`config.mk`:
```
export PLATFORM = sky130hd
export DESIGN_NAME = fft_butterfly
export DESIGN_NICKNAME = d
export VERILOG_FILES = /design/src/rtl/fft_butterfly.sv
export SDC_FILE = /design/constraint.sdc
export NUM_CORES = 1
export LEC_CHECK = 0
export CAP_MARGIN = 15
export CORE_MARGIN = 3
export CORE_UTILIZATION = 55
export DETAILED_ROUTE_END_ITERATION = 6
export PLACE_DENSITY = 0.79
export RECOVER_POWER = 50
export SYNTH_ARGS = -nofsm -noshare
export SYNTH_HDL_FRONTEND = slang
export SYNTH_SLANG_ARGS = --single-unit
```
`constraint.sdc`:
```
create_clock -name i_clk -period 7.85 [get_ports i_clk]
set_clock_uncertainty 0.1 [all_clocks]
set_input_delay 1.1775 -clock i_clk [delete_from_list [all_inputs] [get_ports i_clk]]
set_output_delay 1.1775 -clock i_clk [all_outputs]
set_load 0.01 [all_outputs]
```
`src/rtl/fft_butterfly.sv`:
```
// Radix-2 DIT butterfly: X = A + B*W, Y = A - B*W in signed fixed point with Q fractional bits.
// One multiplier is time-shared across the four real products, one product per state.
module fft_butterfly #(
    parameter int N     = 16,
    parameter int Q     = 8,
    parameter int SCALE = 1
) (
    input  logic         i_clk,
    input  logic         i_rst,
    input  logic         i_valid,
    output logic         o_ready,
    input  logic [N-1:0] i_ar,
    input  logic [N-1:0] i_ai,
    input  logic [N-1:0] i_br,
    input  logic [N-1:0] i_bi,
    input  logic [N-1:0] i_wr,
    input  logic [N-1:0] i_wi,
    output logic         o_valid,
    input  logic         i_ready,
    output logic [N-1:0] o_xr,
    output logic [N-1:0] o_xi,
    output logic [N-1:0] o_yr,
    output logic [N-1:0] o_yi
);

    typedef enum logic [2:0] {
        StIdle,
        StMul0,
        StMul1,
        StMul2,
        StMul3,
        StAdd,
        StDone
    } state_t;

    state_t       state_q, state_d;
    logic [N-1:0] ar_q, ar_d, ai_q, ai_d, br_q, br_d, bi_q, bi_d, wr_q, wr_d, wi_q, wi_d;
    logic [N-1:0] p0_q, p0_d, p1_q, p1_d, p2_q, p2_d, p3_q, p3_d;
    logic [N-1:0] xr_q, xr_d, xi_q, xi_d, yr_q, yr_d, yi_q, yi_d;
    logic         valid_q, valid_d;

    logic signed [N-1:0]   mul_a, mul_b;
    logic signed [2*N-1:0] prod;
    logic [N-1:0]          prod_t;
    logic [N:0]            tr, ti;

    function automatic logic [N-1:0] saturate(input logic signed [N+1:0] v);
        logic signed [N+1:0] max_v, min_v;
        max_v = {3'b000, {(N-1){1'b1}}};
        min_v = {3'b111, {(N-1){1'b0}}};
        if (v > max_v) begin
            return max_v[N-1:0];
        end else if (v < min_v) begin
            return min_v[N-1:0];
        end
        return v[N-1:0];
    endfunction

    // A +/- t with two guard bits so neither the sum nor the optional halving can wrap.
    function automatic logic [N-1:0] combine(input logic [N-1:0] a, input logic [N:0] t,
                                             input logic sub);
        logic signed [N+1:0] ae, te, s;
        ae = {{2{a[N-1]}}, a};
        te = {t[N], t};
        s  = sub ? (ae - te) : (ae + te);
        if (SCALE != 0) begin
            s = s >>> 1;
        end
        return saturate(s);
    endfunction

    always_comb begin
        mul_a = br_q;
        mul_b = wr_q;
        unique case (state_q)
            StMul1:  begin mul_a = bi_q; mul_b = wi_q; end
            StMul2:  begin mul_a = br_q; mul_b = wi_q; end
            StMul3:  begin mul_a = bi_q; mul_b = wr_q; end
            default: ;
        endcase
        prod   = mul_a * mul_b;
        // Floor-truncate the Q fractional bits; overflow wraps.
        prod_t = prod[N-1+Q:Q];
    end

    assign tr = {p0_q[N-1], p0_q} - {p1_q[N-1], p1_q};
    assign ti = {p2_q[N-1], p2_q} + {p3_q[N-1], p3_q};

    always_comb begin
        state_d = state_q;
        ar_d    = ar_q;
        ai_d    = ai_q;
        br_d    = br_q;
        bi_d    = bi_q;
        wr_d    = wr_q;
        wi_d    = wi_q;
        p0_d    = p0_q;
        p1_d    = p1_q;
        p2_d    = p2_q;
        p3_d    = p3_q;
        xr_d    = xr_q;
        xi_d    = xi_q;
        yr_d    = yr_q;
        yi_d    = yi_q;
        valid_d = valid_q;
        unique case (state_q)
            StIdle: begin
                if (i_valid) begin
                    ar_d    = i_ar;
                    ai_d    = i_ai;
                    br_d    = i_br;
                    bi_d    = i_bi;
                    wr_d    = i_wr;
                    wi_d    = i_wi;
                    state_d = StMul0;
                end
            end
            StMul0: begin p0_d = prod_t; state_d = StMul1; end
            StMul1: begin p1_d = prod_t; state_d = StMul2; end
            StMul2: begin p2_d = prod_t; state_d = StMul3; end
            StMul3: begin p3_d = prod_t; state_d = StAdd;  end
            StAdd: begin
                xr_d    = combine(ar_q, tr, 1'b0);
                xi_d    = combine(ai_q, ti, 1'b0);
                yr_d    = combine(ar_q, tr, 1'b1);
                yi_d    = combine(ai_q, ti, 1'b1);
                valid_d = 1'b1;
                state_d = StDone;
            end
            StDone: begin
                if (i_ready) begin
                    valid_d = 1'b0;
                    state_d = StIdle;
                end
            end
            default: state_d = StIdle;
        endcase
    end

    always_ff @(posedge i_clk or posedge i_rst) begin
        if (i_rst) begin
            state_q <= StIdle;
            ar_q    <= '0;
            ai_q    <= '0;
            br_q    <= '0;
            bi_q    <= '0;
            wr_q    <= '0;
            wi_q    <= '0;
            p0_q    <= '0;
            p1_q    <= '0;
            p2_q    <= '0;
            p3_q    <= '0;
            xr_q    <= '0;
            xi_q    <= '0;
            yr_q    <= '0;
            yi_q    <= '0;
            valid_q <= 1'b0;
        end else begin
            state_q <= state_d;
            ar_q    <= ar_d;
            ai_q    <= ai_d;
            br_q    <= br_d;
            bi_q    <= bi_d;
            wr_q    <= wr_d;
            wi_q    <= wi_d;
            p0_q    <= p0_d;
            p1_q    <= p1_d;
            p2_q    <= p2_d;
            p3_q    <= p3_d;
            xr_q    <= xr_d;
            xi_q    <= xi_d;
            yr_q    <= yr_d;
            yi_q    <= yi_d;
            valid_q <= valid_d;
        end
    end

    assign o_ready = (state_q == StIdle);
    assign o_valid = valid_q;
    assign o_xr    = xr_q;
    assign o_xi    = xi_q;
    assign o_yr    = yr_q;
    assign o_yi    = yi_q;

endmodule

```
## Word-level counts from Yosys, hierarchy flattened

Index checks and enable logic that the tools add are counted.

- Logic and storage cells: 81
- Output and inout bits: 66
- Input bits: 100
- Bits in registers: 228

- Add/sub/neg operators: 6
- $mul: 1
- $lt $le $gt $ge: 8
- Muxes and demuxes: 35
- Equal/unequal tests: 8
- Reduce and logical (&&, ||, !) cells: 7

Operators by type and width:

| kind | count |
|---|---|
| $mux W16 | 14 |
| $gt A18 B16 Y1 const B | 4 |
| $lt A18 B16 Y1 const B | 4 |
| $mux W18 | 4 |
| $add A16 B17 Y18 | 2 |
| $sub A16 B17 Y18 | 2 |
| $mul A16 B16 Y24 | 1 |
| $pmux W3 S7 | 1 |
| $add A16 B16 Y17 | 1 |
| $sub A16 B16 Y17 | 1 |
| $mux W1 | 13 |
| $eq A3 B3 Y1 const B | 3 |
| $eq A3 B2 Y1 const B | 2 |
| $mux W3 | 2 |
| $reduce_and A2 Y1 | 3 |
| $ne A2 B2 Y1 const B | 2 |
| $reduce_or A2 Y1 | 2 |
| $eq A3 B1 Y1 const B | 1 |
| $logic_not A3 Y1 | 1 |
| $pmux W1 S2 | 1 |
| $reduce_bool A2 Y1 | 1 |

## Logic depth before layout (Yosys ltp)

Gate-level depths: netlist (run 1).

- Depth after elaboration: 8
- Gate-level depth with buffers: 29
- Gate-level depth less buffers: 26

## Worst setup path before layout (run 1)

OpenSTA, ideal clock, no wires.

- Kind: register -> register
- From: register state_q[1]
- To: register p3_q[13]
- Slack: 0.786 ns
- Library setup time: 0.133 ns
- Path buffers: 4
- Cell stages (with the launch flop): 28
- Data arrival time: 6.831 ns
- Period minus slack after synthesis: 7.064 ns
- Data required time: 7.617 ns
- Cells stage by stage: dfrtp_1 nand2b_1 buf_4 buf_4 buf_1 mux2i_1 clkbuf_1 nor2_1 fa_1 inv_1 fa_1 fa_1 inv_1 fa_1 fa_1 inv_1 fa_1 inv_1 ha_1 a21o_1 a21o_1 a21oi_1 nand2_1 o21ai_2 o211ai_1 a21oi_1 xor2_1 o21ai_0

- Cells in the longest elaborated chain, start to end: 4
- Elaborated cells between the ends (all ways): 8
- Classes of those cells: mul (1); eq/ne (3); mux (2); reduce/logical (2)

RTL lines:

| item | line | source |
|---|---|---|
| start: declaration | 36 | `state_t state_q, state_d;` |
| start signal: assignment | 142 | `state_q <= StIdle;` |
| start signal: assignment | 159 | `state_q <= state_d;` |
| $eq A3 B3 Y1 or $eq A3 B2 Y1 (tied branches) | 75, 106 |  |
| $reduce_or A2 Y1 (no line) | -- |  |
| $mux W16 | 75 | `unique case (state_q)` |
| $mul A16 B16 Y24 | 81 | `prod = mul_a * mul_b;` |
| end signal: assignment | 169 | `p3_q <= p3_d;` |
| end: declaration | 38 | `logic [N-1:0] p0_q, p0_d, p1_q, p1_d, p2_q, p2_d, p3_q, p3_d;` |

Parallel ways exist; a longest one is shown, timed or not.
A chain may end at the register's enable or synchronous reset.

## Final worst setup path (run 1)

- From: register state_q[2]
- To: register p1_q[13]

- Cells in the longest elaborated chain, start to end: 4
- Elaborated cells between the ends (all ways): 8
- Classes of those cells: mul (1); eq/ne (3); mux (2); reduce/logical (2)

RTL lines:

| item | line | source |
|---|---|---|
| $eq A3 B3 Y1, or another cell as far along | 75 |  |
| $reduce_or A2 Y1 (no line) | -- |  |
| $mux W16 | 75 |  |
| $mul A16 B16 Y24 | 81 |  |
| end signal: assignment | 167 | `p1_q <= p1_d;` |
| end: declaration | 38 |  |

Parallel ways exist; a longest one is shown, timed or not.

==> results of run 1 <==
[final cells by class]
cell class	count	area (um^2)
clock inverter	9	90.1
sequential	228	5710
timing repair buffer	208	1970
tap	511	639
fill	3086	13600
multi-input combinational	1621	13900
clock buffer	36	759
inverter	330	1240
[worst paths after layout]
| kind | from | endpoint | cells after the start |
|---|---|---|---|
| worst max-delay path | state_q[2]$_DFFE_PP0P_ | p1_q[13]$_DFFE_PP0N_ | 24 |
| worst min-delay path | o_xi[15]$_DFFE_PP0P_ | o_xi[15]$_DFFE_PP0P_ | 2 |
| worst max register to register | state_q[2]$_DFFE_PP0P_ | p1_q[13]$_DFFE_PP0N_ | 24 |
| worst min register to register | o_xi[15]$_DFFE_PP0P_ | o_xi[15]$_DFFE_PP0P_ | 2 |
| max in group asynchronous | i_rst | state_q[1]$_DFFE_PP0P_ | 3 |
| min in group asynchronous | i_rst | p2_q[0]$_DFFE_PP0P_ | 2 |
[layout by cell type (no fill, tap or decap), types with 28 or more instances in the layout]
cell type,instances
nand3_1,28
xnor2_1,78
inv_1,329
clkdlybuf4s50_1,108
xor2_1,32
a21oi_1,76
dfrtp_1,227
fa_1,192
o21ai_0,118
nand2_1,236
buf_4,41
ha_1,166
nor2_1,219
mux2_2,106
mux2i_1,28
dlygate4sd3_1,57
[flip-flops by register name, indices dropped and copies added, names as in the netlist]
name / flops
state_q: 3
p2_q: 16
wr_q: 16
wi_q: 16
ai_q: 16
br_q: 16
p1_q: 16
o_xi: 16
ar_q: 16
o_yi: 16
p0_q: 16
o_valid: 1
p3_q: 16
o_xr: 16
bi_q: 16
o_yr: 16
[cell families (layout without fill, tap and decap cells)]
group                      after synthesis  count (layout)  synth area share (%)
muxes                                  136             136                  7.06
and+or+nand+nor                        623             623                  13.0
xor gates and xnor gates               112             112                  4.73
buffers and inverters                  420             583                  7.78
DFF                                    228             228                  26.9
AOI/OAI and AO/OA                      389             389                  12.5
adders and majority gates              361             361                  28.1
[tightest hold or removal path, stage by stage, from the launching register on]
cell and delay (ps):
dfrtp_1 340, nand2_1 50, nand2_1 50
[layer usage]
| metal | part of all wire (%) | up-vias |
|---|---|---|
| met5 | 0 | - |
| met4 | 4.1 | 0 |
| met3 | 5.8 | 111 |
| met2 | 48 | 519 |
| met1 | 42 | 8077 |
| li1 | - | 7748 |
[stage by stage]
step | cell area (um^2) | std cells | utilization, % | hold slack, ps | setup slack [ps]
detailed placement | 23400 | 2897 | 61.9 | 366 | 242
finish | 24300 | 2943 | 64.1 | 370 | 394
CTS | 24300 | 2942 | 64.1 | 379 | 214
floorplan | 21200 | 2269 | - | 350 | 325
global route | 24300 | 2943 | 64.1 | 397 | 9.48
global placement | 23400 | 2897 | 61.9 | 364 | 373
==> run metrics, run 1 <==
status complete, but fails checks; failing checks capacitance limit, slew limit; Top Usage Layer GRT met2; synthesized net count 2727; slowest cell on the critical path fa_1; Clk pin slew, worst setup/hold paths approximately 60 ps; Critical Path AT 7740 ps; Initial Util 56.0%; Tightest Pin Transition approximately 3300 ps; layout cells sized above 1 10.2%; die width 202 um; Seq/Total Area, Yosys 26.9%; fin crit share 95.0%; crit end category flop; cell area after synthesis approximately 21000 um^2; number of global-route vias before repair roughly 17000; Max Slew Vio Count 272; H-tree depth 1; initial antenna violation count 0; worst path required time approximately 8100 ps; area share of the largest cell type after synthesis 26.9%; synth cell count leaders 330 x inv_1, 237 x nand2_1, 228 x dfrtp_1; startpoint types flop; hold buffer count at cts 0; Post-CTS Setup Inserts 0; RSZ-0062 raised after global routing no; wire per inst 17.9 um; CP delay by family, top adder cells; GR Layer Usage met3 3.32%; GRT met2 Usage 45.1%; worst min path class flop to flop; Sink Count 228; Yosys reg bits 228; top cells by area, synth dfrtp_1 27%, fa_1 18%, ha_1 9.8%; Initial DRT Pass Iterations 5; f_max 134 MHz; buffers and inverters on the worst path 4; drc violations 0; Yosys cell types approximately 80; setup violators final 0; CTS tree built; First DRT Iteration DRCs 935; Placer Congestion ~1.0; die footprint 40900 um^2; syn_area_per_cell 9.34 um^2; largest net degree at the start of global routing 79; Critical Path Most Common Cell fa_1; DR vias 16500; I/O pin cnt 166; post-cts sizing count 0; Yosys top cell by area dfrtp_1; Mapped Cells 2269; Final Hold Vio Count 0; global-route usage over all layers 26.1%; count leader, synth inv_1; WL final approximately 53000 um; nets@finish roughly 2900; first-pass GRT wire length 87300 um; GRT Residual Overflow 0; Post-synth ARST share 100%; Antenna Cells 0; met1 usage 33.8%; Clock Latency Late Sink 550 ps; # rows 71; post-route setup TNS 0 ps; root buf cell clkbuf_16; Worst path max stage delay 550 ps; EDFF count, synth 0; CP Class flop to flop; Port Buf Inserts 165; Final min period 7460 ps; vias per cell 5.59; Primary FF master, synth dfrtp_1; die height a little over 200 um; Slew headroom -119%; CP max FO 14; total CTS buffers 27; Max Cap Viol 4; setup slack, reg-to-reg about 390 ps; post-route ant nets 0; DP HPWL roughly 42000 um; Syn. warnings 0; Placeable Area ~38000 um^2; critical-path cell list xnor2_2, nor2_4, buf_4, mux2_2, nand2_1, fa_1, fa_1, fa_1, inv_1, fa_1, fa_1, inv_1, fa_1, inv_1, ha_1, a21o_1, a21o_1, a21oi_1, nand2_1, o21ai_2, o211ai_1, a21oi_1, xor2_1, o21ai_1; Layout area overhead 14.4%; clk buf depth 3
Power of run 1 is left out: the tool's default activity adds up to more than one toggle a clock period on the data nets, which glitch-free logic cannot reach.
==> inputs of run 2 (changes only) <==
Settings changed: CAP_MARGIN 15 to 10.
==> results of run 2 <==
No change in the layout: final DEF, timing and power equal those of run 1.
Power of run 2 is left out for the same reason.
==> edit 1, RTL diff (config.mk and constraints of run 1) <==
`N`: 16 -> 18.
--- a/src/rtl/fft_butterfly.sv
+++ b/src/rtl/fft_butterfly.sv
@@ -2,5 +2,5 @@
 // One multiplier is time-shared across the four real products, one product per state.
 module fft_butterfly #(
-    parameter int N     = 16,
+    parameter int N     = 18,
     parameter int Q     = 8,
     parameter int SCALE = 1
Interface: changed (10 resized); port bits go from 166 to 186. No check against the original RTL was run, so the function may have changed too.
==> edit 1 against run 1 <==
- the run still ends with capacitance limit, slew limit left
- setup slack got worse by 0.084 ns
- maximum frequency fell by 1.1%
- area after synthesis rose by 17%
- sequential cell count rose by 28
- synthesized cell count rose by 16%
- design area rose by 16%
- wire length rose by 19%
- critical endpoint is now p1_q[17]$_DFFE_PP0N_
- highest routed layer unchanged
Power is left out: the tool's default activity adds up to more than one toggle a clock period on the data nets, which glitch-free logic cannot reach.
==> edit 1: results (changes against run 1) <==
<table>
<tr><th>Metric</th><th>Value</th></tr>
<tr><th colspan="2">Run status</th></tr>
<tr><td>Run status</td><td>complete, but fails checks</td></tr>
<tr><td>Violated checks</td><td>capacitance limit, slew limit</td></tr>
<tr><th colspan="2">Min path</th></tr>
<tr><td>Worst hold endpoint</td><td>o_yr[10]$_DFFE_PP0P_</td></tr>
<tr><th colspan="2">Critical path</th></tr>
<tr><td>Critical path arrival</td><td>7.94 ns (+0.20 ns)</td></tr>
<tr><td>Worst-path maximum fanout</td><td>29 (+15)</td></tr>
<tr><td>Worst reg2reg path endpoint</td><td>p1_q[17]$_DFFE_PP0N_</td></tr>
<tr><th colspan="2">Routing</th></tr>
<tr><td>Post-DR wirelength/cell</td><td>18.44 um (+2.9%)</td></tr>
<tr><td>Wirelength, routed</td><td>62,880 um (+19%)</td></tr>
<tr><td>Via density per instance</td><td>5.547 (-0.79%)</td></tr>
<tr><th colspan="2">Yosys</th></tr>
<tr><td>Most used standard cells in the synthesized netlist</td><td>sky130_fd_sc_hd__inv_1 (371), sky130_fd_sc_hd__nor2_1 (279), sky130_fd_sc_hd__dfrtp_1 (256)</td></tr>
<tr><td>Area contributors post-synth</td><td>sky130_fd_sc_hd__dfrtp_1 (26%), sky130_fd_sc_hd__fa_1 (19%), sky130_fd_sc_hd__ha_1 (9.4%)</td></tr>
<tr><td>Xor and xnor fraction of the mapped netlist area</td><td>4.678% (-0.050 points)</td></tr>
<tr><td>Post-synthesis share of cell area spent on full adders, half adders and majority gates</td><td>29.14% (+1.1 points)</td></tr>
<tr><td>Cell variety after synth</td><td>101 (+23%)</td></tr>
<tr><td>Multiplexer area fraction after synthesis</td><td>7.618% (+0.55 points)</td></tr>
<tr><td>Part of the Yosys area used for sequential elements</td><td>25.87% (-1.0 points)</td></tr>
<tr><th colspan="2">Placement</th></tr>
<tr><td>Buffers on Ports</td><td>185 (+12%)</td></tr>
<tr><td>Placed cell count</td><td>3,356 (+16%)</td></tr>
<tr><td>Weighted congestion reported at the end of routability-driven placement</td><td>0.9521 (-4.4%)</td></tr>
<tr><th colspan="2">Flow run</th></tr>
<tr><td>Max_cap viols</td><td>5 (+1)</td></tr>
<tr><th colspan="2">Timing</th></tr>
<tr><td>Post-route worst hold slack</td><td>0.3705 ns (+0.0005460 ns)</td></tr>
<tr><td>Fraction of the cycle the final worst path needs</td><td>96.04% (+1.1 points)</td></tr>
<tr><td>Fin. max-slew vios</td><td>269 (-1.1%)</td></tr>
<tr><th colspan="2">Layout</th></tr>
<tr><td>Number of inserted filler cells in the final layout</td><td>3,597 (+17%)</td></tr>
<tr><td>Total non-filler cell area in the finished layout</td><td>28,120 um2 (+16%)</td></tr>
<tr><td>Total Nets Final</td><td>3,334 (+16%)</td></tr>
<tr><th colspan="2">CTS</th></tr>
<tr><td>TritonCTS buffer count</td><td>28 (+3.7%)</td></tr>
<tr><th colspan="2">Global route</th></tr>
<tr><td>Vias in the first global route</td><td>19,830 (+17%)</td></tr>
</table>
-- edit 1: layout make-up --
cell class | count | share of cell area [%]
Clock buffer | 41 | 2.914
Tap cell | 592 | 2.634
Multi-Input combinational cell | 1906 | 58.37
Inverter | 372 | 4.970
Sequential cell | 256 | 22.79
Clock inverter | 6 | 0.2269
Timing Repair Buffer | 237 | 8.094
-- edit 1: worst max-delay path by stage --
stage | startpoint | end
final | state_q[2]$_DFFE_PP0P_ | p1_q[17]$_DFFE_PP0N_
after global routing | state_q[2]$_DFFE_PP0P_ | p0_q[17]$_DFFE_PP0P_
after CTS | state_q[1]$_DFFE_PP0P_ | p0_q[17]$_DFFE_PP0P_
after detailed placement | state_q[1]$_DFFE_PP0P_ | p0_q[17]$_DFFE_PP0P_
after global placement | state_q[1]$_DFFE_PP0P_ | p0_q[16]$_DFFE_PP0P_
after floorplan | state_q[1]$_DFFE_PP0P_ | p1_q[16]$_DFFE_PP0N_
-- edit 1: kinds of logic after synthesis --
family / Yosys count
multiplexers: 167
XOR/XNOR: 126
adder cells (fa/ha/maj): 439
buffers and inverters: 481
flip-flops: 256
AND/OR/NAND/NOR: 727
AO/OA/AOI/OAI: 446
-- edit 1: routing by layer --
| layer | global-route usage (%) | routed length (um) | up-vias |
|---|---|---|---|
| met5 | 0 | 0 | - |
| met4 | 8.306 | 2332 | 0 |
| met3 | 2.934 | 3197 | 135 |
| met2 | 47.29 | 30950 | 582 |
| met1 | 34.72 | 26390 | 9290 |
| li1 | - | - | 8909 |
-- edit 1: tightest hold or removal path: cells and delay by family, from the launching register on --
| family | cells | cell delay [ns] |
|---|---|---|
| AOI/OAI and AO/OA | 1 | 0.06 |
| DFF | 1 | 0.33 |
| and+or+nand+nor | 1 | 0.05 |
==> edit 2, RTL diff (config.mk and constraints of run 1) <==
Made on the original files. `wr_q` no longer has a reset.
--- a/src/rtl/fft_butterfly.sv
+++ b/src/rtl/fft_butterfly.sv
@@ -145,5 +145,4 @@
             br_q    <= '0;
             bi_q    <= '0;
-            wr_q    <= '0;
             wi_q    <= '0;
             p0_q    <= '0;
@@ -162,5 +161,4 @@
             br_q    <= br_d;
             bi_q    <= bi_d;
-            wr_q    <= wr_d;
             wi_q    <= wi_d;
             p0_q    <= p0_d;
@@ -176,4 +174,8 @@
     end
 
+    always_ff @(posedge i_clk) begin
+        wr_q <= wr_d;
+    end
+
     assign o_ready = (state_q == StIdle);
     assign o_valid = valid_q;
Check against the original RTL: same outputs for any inputs over 4 cycles, from zero or initial values and one cycle with i_rst high; that may be too few to reach the edited logic, so the function may still have changed.
==> edit 2 against run 1 <==
- the flow still finishes with violations (capacitance limit, slew limit)
- worst hold slack improved by 0.0075 ns
- global-route usage rose by 0.55 points
- synthesized cell count fell by 1.1%
- wire length rose by 2.3%
- first-iteration DRC count fell by 13%
- sequential cell count did not move
- utilization rose by 0.11 points
- maximum frequency rose by 0.50%
- area after synthesis barely moved
- setup slack improved by 0.037 ns
- design area rose by 0.17%
Power is not shown: default switching activity piles up to over one toggle a cycle in this logic, so the estimate is an artifact.
==> edit 2: results (changes against run 1) <==
<table>
<tr><th>Metric</th><th>Value</th></tr>
<tr><th colspan="2">Run status</th></tr>
<tr><td>Run status</td><td>complete, but fails checks</td></tr>
<tr><td>Violated checks</td><td>capacitance limit, slew limit</td></tr>
<tr><th colspan="2">Routing</th></tr>
<tr><td>Wirelength, routed</td><td>53,970 um (+2.3%)</td></tr>
<tr><th colspan="2">Critical path</th></tr>
<tr><td>Slowest stage cell, crit path</td><td>sky130_fd_sc_hd__mux2i_2</td></tr>
<tr><td>Critical path arrival</td><td>7.71 ns (-0.03 ns)</td></tr>
<tr><td>Critical path destination</td><td>p0_q[15]$_DFFE_PP0P_</td></tr>
<tr><td>Critical path's largest stage delay</td><td>0.76 ns (+0.21 ns)</td></tr>
<tr><th colspan="2">Flow run</th></tr>
<tr><td>Max_cap viols</td><td>3 (-1)</td></tr>
<tr><th colspan="2">Yosys</th></tr>
<tr><td>Nets in the synthesized netlist</td><td>2,702 (-0.92%)</td></tr>
<tr><td>Cell variety after synth</td><td>97 (+18%)</td></tr>
<tr><td>Xor and xnor fraction of the mapped netlist area</td><td>4.680% (-0.047 points)</td></tr>
<tr><td>Part of the Yosys area used for sequential elements</td><td>27.29% (+0.38 points)</td></tr>
<tr><td>Area contributors post-synth</td><td>sky130_fd_sc_hd__dfrtp_1 (25%), sky130_fd_sc_hd__fa_1 (18%), sky130_fd_sc_hd__ha_1 (9.8%)</td></tr>
<tr><td>Synthesized-area fraction occupied by ao, oa, aoi and oai cells</td><td>11.87% (-0.61 points)</td></tr>
<tr><th colspan="2">Timing</th></tr>
<tr><td>Fin. max-slew vios</td><td>229 (-16%)</td></tr>
<tr><td>Fraction of the cycle the final worst path needs</td><td>94.50% (-0.48 points)</td></tr>
<tr><td>Post-route worst hold slack</td><td>0.3774 ns (+0.007486 ns)</td></tr>
<tr><th colspan="2">Placement</th></tr>
<tr><td>Detailed placer's ending HPWL</td><td>43,690 um (+3.5%)</td></tr>
<tr><td>Setup slack at placement</td><td>0.4174 ns (+0.1756 ns)</td></tr>
<tr><td>Weighted congestion reported at the end of routability-driven placement</td><td>0.9437 (-5.2%)</td></tr>
<tr><th colspan="2">Layout</th></tr>
<tr><td>Total Nets Final</td><td>2,858 (-0.56%)</td></tr>
<tr><td>Share of post-route cells with drive strength above 1</td><td>9.806% (-0.35 points)</td></tr>
<tr><td>Number of inserted filler cells in the final layout</td><td>3,167 (+2.6%)</td></tr>
<tr><th colspan="2">CTS</th></tr>
<tr><td>TritonCTS buffer count</td><td>25 (-7.4%)</td></tr>
<tr><th colspan="2">Min path</th></tr>
<tr><td>Worst hold endpoint</td><td>o_xr[9]$_DFFE_PP0P_</td></tr>
</table>
-- edit 2: changes by cell type after synthesis, moves of 13 or more --
cell                       delta
sky130_fd_sc_hd__dfrtp_1     -16
sky130_fd_sc_hd__o21ai_0     -22
sky130_fd_sc_hd__a221o_1     -15
sky130_fd_sc_hd__nand2_1     +24
sky130_fd_sc_hd__a22o_1      +16
sky130_fd_sc_hd__edfxtp_1    +16
sky130_fd_sc_hd__o21ai_1     +21
sky130_fd_sc_hd__mux2_2      -13
-- edit 2: routing by layer --
| layer | GRT usage, % | up-vias | share of wire [%] |
|---|---|---|---|
| met5 | 0 | - | 0 |
| met4 | 9.775 | 0 | 4.4 |
| met3 | 2.818 | 126 | 4.6 |
| met2 | 47.49 | 482 | 50 |
| met1 | 33.61 | 8029 | 41 |
| li1 | - | 7662 | - |
-- edit 2: cell type report --
class,instances,share of cell area (%)
multi-input cells,1614,56.89
flip-flops and latches,228,23.81
repair buffers,206,8.136
inverters,325,5.020
clock buffers,31,2.832
well taps,511,2.631
clock inverters,13,0.6848
